<file path="src/rtl/avg_downscale_ctrl.sv">
// 2x2 block-average downscale sequencer: four source reads per output pixel,
// accumulate the returned pixels, then write sum>>2 to the destination with a ready handshake.
module avg_downscale_ctrl #(
  parameter int SRC_W  = 320,
  parameter int SRC_H  = 240,
  parameter int RD_LAT = 2,
  parameter int ADDR_W = 17,
  parameter int PIX_W  = 8
) (
  input  logic              clk,
  input  logic              rst,
  input  logic              start,
  output logic              busy,
  output logic              done,
  output logic              src_rd,
  output logic [ADDR_W-1:0] src_addr,
  input  logic [PIX_W-1:0]  src_data,
  output logic              dst_we,
  input  logic              dst_ready,
  output logic [ADDR_W-1:0] dst_addr,
  output logic [PIX_W-1:0]  dst_data
);
  localparam int DST_W = SRC_W / 2;
  localparam int DST_H = SRC_H / 2;
  localparam int OX_W  = $clog2(DST_W + 1);
  localparam int OY_W  = $clog2(DST_H + 1);
  localparam int SUM_W = PIX_W + 2;

  localparam logic [2:0] S_IDLE  = 3'd0;
  localparam logic [2:0] S_ISSUE = 3'd1;
  localparam logic [2:0] S_DRAIN = 3'd2;
  localparam logic [2:0] S_WRITE = 3'd3;
  localparam logic [2:0] S_FIN   = 3'd4;

  logic [2:0]        r_state;
  logic [1:0]        r_k;
  logic [2:0]        r_drain;
  logic [OX_W-1:0]   r_ox;
  logic [OY_W-1:0]   r_oy;
  logic [ADDR_W-1:0] r_row_base;
  logic [ADDR_W-1:0] r_dst_cnt;
  logic [ADDR_W-1:0] r_src_addr_hold;
  logic [SUM_W-1:0]  r_sum;
  logic [PIX_W-1:0]  r_dst_data_hold;
  logic [RD_LAT-1:0] r_vpipe;

  logic              w_issue;
  logic              w_write;
  logic              w_ox_last;
  logic              w_oy_last;
  logic [RD_LAT:0]   w_vpipe_next;
  logic [ADDR_W-1:0] w_rd_addr;

  assign w_issue   = (r_state == S_ISSUE);
  assign w_write   = (r_state == S_WRITE);
  assign w_ox_last = (r_ox == OX_W'(DST_W - 1));
  assign w_oy_last = (r_oy == OY_W'(DST_H - 1));

  // Top bit is src_rd delayed by exactly RD_LAT cycles: the accumulate enable.
  assign w_vpipe_next = {r_vpipe, w_issue};

  // k[0] picks the right column of the block, k[1] the lower row.
  assign w_rd_addr = r_row_base + ADDR_W'({r_ox, 1'b0}) + ADDR_W'(r_k[0])
                   + (r_k[1] ? ADDR_W'(SRC_W) : '0);

  always_ff @(posedge clk) begin
    if (rst) begin
      r_state         <= S_IDLE;
      r_k             <= '0;
      r_drain         <= '0;
      r_ox            <= '0;
      r_oy            <= '0;
      r_row_base      <= '0;
      r_dst_cnt       <= '0;
      r_src_addr_hold <= '0;
      r_sum           <= '0;
      r_dst_data_hold <= '0;
      r_vpipe         <= '0;
    end else begin
      r_vpipe <= w_vpipe_next[RD_LAT-1:0];
      if (w_vpipe_next[RD_LAT]) begin
        r_sum <= r_sum + SUM_W'(src_data);
      end
      case (r_state)
        S_IDLE: begin
          if (start) begin
            r_state    <= S_ISSUE;
            r_k        <= '0;
            r_ox       <= '0;
            r_oy       <= '0;
            r_row_base <= '0;
            r_dst_cnt  <= '0;
            r_sum      <= '0;
          end
        end
        S_ISSUE: begin
          r_src_addr_hold <= w_rd_addr;
          r_k             <= r_k + 2'd1;
          if (r_k == 2'd3) begin
            r_state <= S_DRAIN;
            r_drain <= '0;
          end
        end
        S_DRAIN: begin
          r_drain <= r_drain + 3'd1;
          if (r_drain == 3'(RD_LAT - 1)) begin
            r_state <= S_WRITE;
          end
        end
        S_WRITE: begin
          if (dst_ready) begin
            r_dst_data_hold <= r_sum[SUM_W-1:2];
            r_sum           <= '0;
            r_dst_cnt       <= r_dst_cnt + ADDR_W'(1);
            r_k             <= '0;
            if (w_ox_last) begin
              r_ox       <= '0;
              r_oy       <= r_oy + OY_W'(1);
              r_row_base <= r_row_base + ADDR_W'(2 * SRC_W);
            end else begin
              r_ox <= r_ox + OX_W'(1);
            end
            r_state <= (w_ox_last && w_oy_last) ? S_FIN : S_ISSUE;
          end
        end
        S_FIN:   r_state <= S_IDLE;
        default: r_state <= S_IDLE;
      endcase
    end
  end

  assign busy     = (r_state == S_ISSUE) || (r_state == S_DRAIN) || w_write;
  assign done     = (r_state == S_FIN);
  assign src_rd   = w_issue;
  assign src_addr = w_issue ? w_rd_addr : r_src_addr_hold;
  assign dst_we   = w_write;
  assign dst_addr = r_dst_cnt;
  assign dst_data = w_write ? r_sum[SUM_W-1:2] : r_dst_data_hold;

endmodule

</file>
<file path="config.mk">
export PLATFORM = sky130hd
export DESIGN_NAME = avg_downscale_ctrl
export DESIGN_NICKNAME = d
export VERILOG_FILES = /design/src/rtl/avg_downscale_ctrl.sv
export SDC_FILE = /design/constraint.sdc
export NUM_CORES = 1
export LEC_CHECK = 0
export CAP_MARGIN = 10
export CORE_MARGIN = 3
export CORE_UTILIZATION = 40
export DETAILED_ROUTE_END_ITERATION = 10
export GPL_TIMING_DRIVEN = 0
export PLACE_DENSITY = 0.72
export SYNTH_ARGS = -nofsm -noshare
export SYNTH_HDL_FRONTEND = slang
export SYNTH_SLANG_ARGS = --single-unit
</file>
<file path="constraint.sdc">
create_clock -name clk -period 5.91 [get_ports clk]
set_clock_uncertainty 0.2 [all_clocks]
set_input_delay 1.182 -clock clk [delete_from_list [all_inputs] [get_ports clk]]
set_output_delay 1.182 -clock clk [all_outputs]
set_load 0.01 [all_outputs]
</file>
==> impl_metrics.ini <==
[route]
initialDrtViolationCount = 396
total_routed_wirelength_um = 11310
drt-pass1-iter-count = 5
drt-vias-per-instance = 5.375
drc_errors = 0
ant_nets = 0
via_count = 4241
routed_wire_length_per_instance_um = 14.33

[timing]
relSlewSlack_pct = 58.89
timing.final.hold_violations = 0
final_hold_slack_ps = 248.9
fin_crit_ps = 4969
final-max-slew-violation-count = 0
achievable-frequency_mhz = 201.3
report.final.setup_viol = 0
fin_crit_sh_pct = 84.07
rsz0062_at_grt = false
tightestPinTransition_ps = 616.1
setup_tns_ps = 0

[yosys]
synthAdderAreaFrac_pct = 6.839
syn_inst = 577
synth.cell_area_mm2 = 0.004611
post_synth_and_or_nand_nor_area_fraction_pct = 27.73
synth_edf_count = 0
synth_xor_area_share_pct = 7.598
synth_top_family_by_area = simple AND/OR/NAND/NOR gates
yosysTopAreaCellShare_pct = 37.77
ys_ff_latch = 87
syn_nets = 613
ys_seq_area_share_pct = 37.77
async_flop_share_pct = 0
netlist_top_cells_area = sky130_fd_sc_hd__dfxtp_1 38%, sky130_fd_sc_hd__nand2_1 7.8%, sky130_fd_sc_hd__nor2_1 6.0%, sky130_fd_sc_hd__ha_1 6.0%, sky130_fd_sc_hd__a21oi_1 4.5%
syn-mean-instance-area_um2 = 7.991
yosys-top-cells-count = 96 x sky130_fd_sc_hd__nand2_1, 87 x sky130_fd_sc_hd__dfxtp_1, 74 x sky130_fd_sc_hd__nor2_1
synth_compound_gate_area_share_pct = 13.92
synth.lib_cells_used.distinct = 53
ys_dominant_reg_cell = sky130_fd_sc_hd__dfxtp_1
mux_cell_area_share_after_synthesis_pct = 1.981
ys.warnings.count = 0
yosysTopAreaCell = sky130_fd_sc_hd__dfxtp_1
yosysMostFrequentCell = sky130_fd_sc_hd__nand2_1

[setup_path]
timing.critical_path.arrival_ps = 3590
worst-endpoint-required_ps = 4530
criticalPathCategory = register to primary output
crit_path_start_kind = register
worstSetupEndpointType = primary output
timing.critical_path.fanout_max = 5

[clock_network]
hold_buffers = 0
cts.root.buffer_cell = sky130_fd_sc_hd__clkbuf_16
numCtsBuffers = 9
cts-resized-gates = 0
path_clk_slew_ps = 60
ctsLongestPathBuffers = 2
cts.sinks = 87
cts_setup_buffers = 0
ctsHtreeMaxLevel = 3
clock_latency_ps = 350
cts_tree = yes

[cells_and_area]
fill_cells = 1064
flow.area_growth_from_synthesis_pct = 22.66
ant_cells = 0
final_nets = 680
post_route_cells_drive_above_1_share_pct = 6.471

[floorplan]
floorplan.rows = 38
design.die.area_mm2 = 0.01285
floorplan.die.height_um = 113.4
core-area_mm2 = 0.01103
die-width_um = 113.4
pin_count = 58
initial_utilization_pct = 41.80

[placed_design]
place.detailed.hpwl_um = 8342
place_congestion = 0.8459
place.port_buffers = 56

[global_route]
vias_in_the_first_global_route = 4123
grt_util_met1_pct = 23.61
grt_antenna_before_repair = 0
grt_start_max_net_pins = 15
grt_util_all_layers_pct = 18.48
grt.overflow.total = 0
gr-usage-met3_pct = 3.422
wire_length_of_the_first_global_routing_pass_um = 19650
gr-usage-met2_pct = 31.20
top_usage_layer = met2

[pwr]
post-layout-total-power_mw = 1.315
vdd_drop_max_mv = 0.1351
p_leak_nw = 2.073
pwr_density_cell_mw_per_mm2 = 232.5

[job]
max-cap-violations = 0

[hold_path]
worstHoldPathType = register to register

[run_status]
outcome = completed
==> worst max-delay path, stage by stage (launching register included) <==
cell	delay, ps
sky130_fd_sc_hd__dfxtp_1	440
sky130_fd_sc_hd__inv_1	100
sky130_fd_sc_hd__fa_1	540
sky130_fd_sc_hd__inv_1	50
sky130_fd_sc_hd__ha_1	360
sky130_fd_sc_hd__a21o_1	220
sky130_fd_sc_hd__a221oi_1	520
sky130_fd_sc_hd__nor3b_1	130
sky130_fd_sc_hd__xnor2_1	170
sky130_fd_sc_hd__a21oi_1	150
sky130_fd_sc_hd__clkdlybuf4s50_1	550
==> registers in the layout (all words and copies together), names as in the netlist <==
signal           cells
r_ox                 8
r_state              3
r_sum               10
r_row_base          10
r_src_addr_hold     17
r_dst_data_hold      8
r_oy                 7
r_vpipe              2
dst_addr            17
r_drain              3
r_k                  2
==> layout by cell type, fill, tap and decap left out, types with 8 or more instances in the layout <==
cell type,count
sky130_fd_sc_hd__buf_2,15
sky130_fd_sc_hd__and2_1,10
sky130_fd_sc_hd__inv_1,14
sky130_fd_sc_hd__dfxtp_1,87
sky130_fd_sc_hd__nand4_1,8
sky130_fd_sc_hd__nand3_1,20
sky130_fd_sc_hd__o21ai_0,14
sky130_fd_sc_hd__nor2_1,74
sky130_fd_sc_hd__mux2i_1,8
sky130_fd_sc_hd__xnor2_1,22
sky130_fd_sc_hd__clkbuf_1,12
sky130_fd_sc_hd__ha_1,22
sky130_fd_sc_hd__clkbuf_16,9
sky130_fd_sc_hd__or3_1,10
sky130_fd_sc_hd__clkdlybuf4s50_1,56
sky130_fd_sc_hd__nor3_1,15
sky130_fd_sc_hd__xor2_1,18
sky130_fd_sc_hd__a21oi_1,41
sky130_fd_sc_hd__nand2_1,96
==> final cells by class <==
class	count	area [µm²]	share of cell area, %
plain buffers	29	127.6	2.257
clock buffers	11	252.7	4.469
inverters	16	60.06	1.062
repair buffers	56	560.5	9.912
clock inverters	5	56.30	0.9956
flip-flops and latches	87	1742	30.80
multi-input cells	445	2681	47.41
well taps	140	175.2	3.097
==> metrics by stage <==
step / instances / area (µm²) / setup WS (ps) / utilization [%]
3_5_place_dp: 773 / 5346 / 1330 / 48.47
3_3_place_gp: 773 / 5346 / 1443 / 48.47
6_report: 789 / 5655 / 941.3 / 51.27
5_1_grt: 789 / 5655 / 708.9 / 51.27
4_1_cts: 789 / 5655 / 930.0 / 51.27
2_1_floorplan: 577 / 4611 / 2154 / -
==> routing by layer <==
metal  wire length [µm]  share of wire [%]
met5                  0                  0
met4                192                1.7
met3                459                4.1
met2               5406                 48
met1               5247                 46
==> report_power, final <==
part | internal [mW] | switching [mW] | total [mW] | leakage (nW)
Clock | 0.350 | 0.237 | 0.586 | 0.152
Sequential | 0.596 | 0.00614 | 0.602 | 0.703
Combinational | 0.0513 | 0.0755 | 0.127 | 1.22
==> path summary, 6_finish.rpt <==
kind | depth (start not counted) | end | start | slack [ps]
worst max register to register | 9 | r_src_addr_hold[13] | r_k[1] | 2860
worst min register to register | 1 | r_vpipe[1] | r_vpipe[0] | 250
worst min-delay path | 1 | r_vpipe[1] | r_vpipe[0] | 250
worst max-delay path | 10 | src_addr[13] | r_k[1] | 940
==> kinds of logic (layout without fill, tap and decap cells) <==
group | after synthesis | after routing
AOI/OAI and AO/OA | 103 | 103
muxes | 9 | 9
other | 1 | 1
DFF | 87 | 87
buffers and inverters | 45 | 117
and+or+nand+nor | 268 | 268
adders and majority gates | 24 | 24
xor gates and xnor gates | 40 | 40
Note: power is estimated with default switching activity, not from simulation.
==> variant 1 (same settings) <==
Change the parameter `SRC_W` from 320 to 640.
--- a/src/rtl/avg_downscale_ctrl.sv
+++ b/src/rtl/avg_downscale_ctrl.sv
@@ -3,3 +3,3 @@
 module avg_downscale_ctrl #(
-  parameter int SRC_W  = 320,
+  parameter int SRC_W  = 640,
   parameter int SRC_H  = 240,
Behaviour: not the same (a bounded check fails within 4 cycles, from zero or initial values and one cycle with rst high).
==> variant 1 against the original RTL <==
  * Total power grew 2.4%
  * Routed wire length down 1.9%
  * Via count shrank 3.1%
  * Die area is 0.77% lower
  * Global-route usage down 0.52 points
  * Cell count down 3.3%
  * Sequential cell count is the same
  * Sequential share of layout area grew 0.21 points
  * Clock power shrank 2%
  * Cell area decreased by 0.66%
  * Setup slack improved by 0.20 ns
  * Synthesized area fell by 0.81%
  * Critical endpoint is now src_addr[15]
  * Highest routed layer unchanged
==> variant 1: results (changes against the original RTL) <==
| Metric | Value |
|---|---|
| Status | `complete, no violations` |
| Placed Cells incl. Taps | `747 (-3.4%)` |
| Synth top area cells | `dfxtp_1 38%, ha_1 6.0%, nor2_1 5.6%` |
| Min-delay src | `r_dst_data_hold[5]` |
| Final cell count without fillers | `763 (-3.3%)` |
| Worst Tran Pin Value | `0.6250 ns (+0.008987 ns)` |
| GR Util All Layers | `0.1796 (-0.005184)` |
| Synth cell types | `59 (+11%)` |
| DP Wirelength | `8334 um (-0.10%)` |
| DR WL/cell | `14.54 um (+1.4%)` |
| Port Buffers | `57 (+1.8%)` |
| R2R Setup Slk | `3.01 ns (+0.15 ns)` |
| Worst endpoint data arrival time | `3.38 ns (-0.21 ns)` |
| Seq/Total Area, Yosys | `0.3808 (+0.003101)` |
| Post-synthesis instance total | `550 (-4.7%)` |
| RePlAce Congestion | `0.8681 (+2.6%)` |
| Pre-CTS WS | `1.527 ns (+0.1965 ns)` |
| Starting DRT DRC Count | `252 (-36%)` |
| Fillcell total | `1,023 (-3.9%)` |
| CP max stage cell | `fa_1` |
| Vias per cell | `5.384 (+0.16%)` |
| Ranking of synthesized cells by instance count | `87 x dfxtp_1, 68 x nor2_1, 59 x nand2_1` |
| Pleak | `0.002070 uW (-0.18%)` |
| First-pass DRT Iterations | `4 (-1)` |
| CP max FO | `4 (-1)` |
| Setup WS post-layout | `1.143 ns (+0.2021 ns)` |
| Nets | `654 (-3.8%)` |
| Hold Path Sink | `r_dst_data_hold[5]` |
| Post-Syn Nets | `586 (-4.4%)` |
| Largest vdd supply drop | `0.1300 mV (-3.7%)` |
[variant 1: where the power goes]
| group | internal (uW) | switching [uW] | total, uW |
|---|---|---|---|
| clock network | 339 | 233 | 572 |
| logic | 70.9 | 94.5 | 165 |
| registers | 600 | 8.55 | 609 |
[variant 1: metal layers]
metal | up-vias | track usage | routed length (um)
met5 | - | 0 | 0
met4 | 0 | 0.07292 | 227
met3 | 19 | 0.02834 | 447
met2 | 73 | 0.2982 | 5401
met1 | 1950 | 0.2333 | 5015
li1 | 2066 | - | -
[variant 1: area by class of cell]
cell class / count / area [sq um] / area share
timing repair buffer: 57 / 570.5 / 0.1016
buffer: 29 / 135.1 / 0.02405
sequential: 87 / 1742 / 0.3100
inverter: 16 / 60.06 / 0.01069
clock buffer: 11 / 242.7 / 0.04321
tap: 140 / 175.2 / 0.03118
clock inverter: 5 / 56.30 / 0.01002
multi-input combinational: 418 / 2636 / 0.4693
[variant 1: logic make-up after synthesis]
family / after synthesis / share of synthesized area
other: 1 / 0.0008200
buffers and inverters: 45 / 0.04268
muxes: 13 / 0.03092
DFF: 87 / 0.3808
AOI/OAI and AO/OA: 109 / 0.1439
xor gates and xnor gates: 46 / 0.08810
and+or+nand+nor: 225 / 0.2438
adders and majority gates: 24 / 0.06895
[variant 1: how the worst max path moves through the flow]
stage | startpoint | to
after floorplan | r_k[1] | src_addr[15]
after global placement | r_k[1] | src_addr[15]
after detailed placement | r_k[1] | src_addr[15]
after CTS | r_k[1] | src_addr[12]
after global routing | r_k[1] | src_addr[12]
final | r_k[1] | src_addr[15]
[variant 1: metrics by stage]
stage	instance area [sq um]	hold WS, ns
floorplan	4573	0.2138
global placement	5319	0.2395
detailed placement	5319	0.2455
CTS	5618	0.2547
global route	5618	0.2667
finish	5618	0.2547
[variant 1: worst reg2reg max path: stages, from the launching register on]
cell	delay [ns]
dfxtp_1	0.44
inv_1	0.10
fa_1	0.54
inv_1	0.04
ha_1	0.33
a21o_1	0.23
a311oi_1	0.34
or3_1	0.17
xor2_1	0.25
a211oi_1	0.12
==> variant 2 (config.mk and constraints unchanged) <==
Without the edit above. Reset style: asynchronous (`rst`), changed in one clocked block.
--- a/src/rtl/avg_downscale_ctrl.sv
+++ b/src/rtl/avg_downscale_ctrl.sv
@@ -65,3 +65,3 @@
 
-  always_ff @(posedge clk) begin
+  always_ff @(posedge clk or posedge rst) begin
     if (rst) begin
Check against the original RTL: differs if rst is asserted again (counterexample within 4 cycles, from zero or initial values and one cycle with rst high); with rst held inactive, the same outputs for 10 cycles.
==> variant 2 against the original RTL <==
  * Setup slack better by 0.34 ns
  * Global-route usage down 0.81 points
  * Cell area up 3.2%
  * Synthesized area up 3.0%
  * Sequential cell count unchanged
  * Cell count down 4.7%
  * Non-clock buffer count unchanged
  * Maximum frequency up 7.3%
  * Routed wire length down 3.2%
  * Critical endpoint is now src_addr[14]
Power is not compared: it rests on default switching activity, and its combinational part moved more than twofold at a synthesized area within 25%.
==> variant 2: results (changes against the original RTL) <==
| Metric | Value |
|---|---|
| Pre-CTS WS | `1.659 ns (+0.3290 ns)` |
| Largest net degree at the start of global routing | `58 (+43)` |
| Post-synthesis mux area share | `0.01265 (-0.007162)` |
| Post-synth ARST share | `1.000 (+1.000)` |
| RePlAce Congestion | `0.8424 (-0.41%)` |
| Root cell of the clock tree | `clkbuf_16` |
| GR Util All Layers | `0.1768 (-0.008057)` |
| Vias per cell | `5.394 (+0.34%)` |
| Compound-Gate Fraction of Synth Area | `0.1107 (-0.02854)` |
| Nets | `640 (-5.9%)` |
| Post-Syn Nets | `569 (-7.2%)` |
| DR WL/cell | `14.56 um (+1.6%)` |
| Post-Synth XOR/XNOR Area | `0.08116 (+0.005176)` |
| Reg2Reg Launch Point | `r_ox[2]` |
| Seq/Total Area, Yosys | `0.4585 (+0.08075)` |
| Post-synth EDFFs | `0 (unchanged)` |
| Worst Tran Pin Value | `0.8739 ns (+0.2579 ns)` |
| Status | `complete, no violations` |
| Crit-path max cell delay | `0.60 ns (+0.05 ns)` |
| DP Wirelength | `8004 um (-4.1%)` |
| Ranking of synthesized cells by instance count | `115 x nand2_1, 87 x dfrtp_1, 46 x nor2_1` |
| Worst endpoint data arrival time | `3.25 ns (-0.34 ns)` |
| Synth top area cells | `dfrtp_1 46%, nand2_1 9.1%, ha_1 5.8%` |
| Starting DRT DRC Count | `259 (-35%)` |
| Port Buffers | `57 (+1.8%)` |
| Adder-cell share of the synthesized area | `0.06640 (-0.001982)` |
| Buffer count from post-CTS setup fixing | `0 (unchanged)` |
| Pleak | `0.002647 uW` |
| CP max FO | `7 (+2)` |
| Share of cells above drive strength 1 | `0.04105 (-0.02366)` |
| Worst-path clk slew | `0.06 ns (about the same)` |
| Min-delay src | `r_vpipe[0]` |
| Synth cell types | `47 (-11%)` |
| Number of global-route vias before repair | `4,033 (-2.2%)` |
| First element of the critical path | `r_k[1]` |
| Prevailing post-synth register cell | `dfrtp_1` |
| First-pass GRT wire length | `19,140 um (-2.6%)` |
## variant 2: final cells by class
type	instances	area [sq um]
fill	1063	5678
timing repair buffer	60	608.1
buffer	25	108.9
sequential	87	2177
tap	143	178.9
multi-input combinational	404	2399
inverter	17	66.31
clock inverter	5	57.56
clock buffer	11	242.7
## variant 2: worst max-delay path: cells and delay by family, from the launching register on
family                   cells  cell delay (ns)
adder cells (fa/ha/maj)      2             0.87
buffers and inverters        3             0.73
AO/OA/AOI/OAI                2             0.45
flip-flops                   1             0.42
AND/OR/NAND/NOR              2             0.25
XOR/XNOR                     1             0.19
## variant 2: worst paths after layout
| check | endpoint | slack, ns | cells after the start |
|---|---|---|---|
| worst max-delay path | src_addr[14] | 1.28 | 10 |
| worst min register to register | r_vpipe[1] | 0.16 | 0 |
| worst max register to register | r_row_base[14] | 3.13 | 7 |
| max in group asynchronous | r_src_addr_hold[1] | 3.88 | 3 |
| worst min-delay path | r_vpipe[1] | 0.16 | 0 |
| min in group asynchronous | r_dst_data_hold[2] | 0.99 | 2 |
## variant 2: metal layers
layer  GRT usage  wire length [um]  up-vias  part of all wire
met3     0.04737               583       17             0.053
met5           0                 0        -                 0
met4     0.05086               161        0             0.015
li1            -                 -     1965                 -
met2      0.2832              5174      115              0.47
met1      0.2362              5027     1959              0.46
## variant 2: cell families after synthesis
family	after synthesis
AO/OA/AOI/OAI	84
XOR/XNOR	44
adder cells (fa/ha/maj)	24
buffers and inverters	42
flip-flops	87
multiplexers	6
other	1
AND/OR/NAND/NOR	245
## variant 2: report_power, final
group          total, uW  switching, uW  internal, uW
logic               1040            601           439
registers            838            107           731
clock network        569            230           338
## variant 2: per-stage QoR
stage,util,std cells,total power (uW),cell area [sq um]
after floorplan,-,533,1508,4748
after global placement,0.4774,733,1849,5498
after detailed placement,0.4809,736,1885,5538
after CTS,0.5070,752,2466,5838
after global routing,0.5070,752,2632,5838
final,0.5070,752,2446,5838
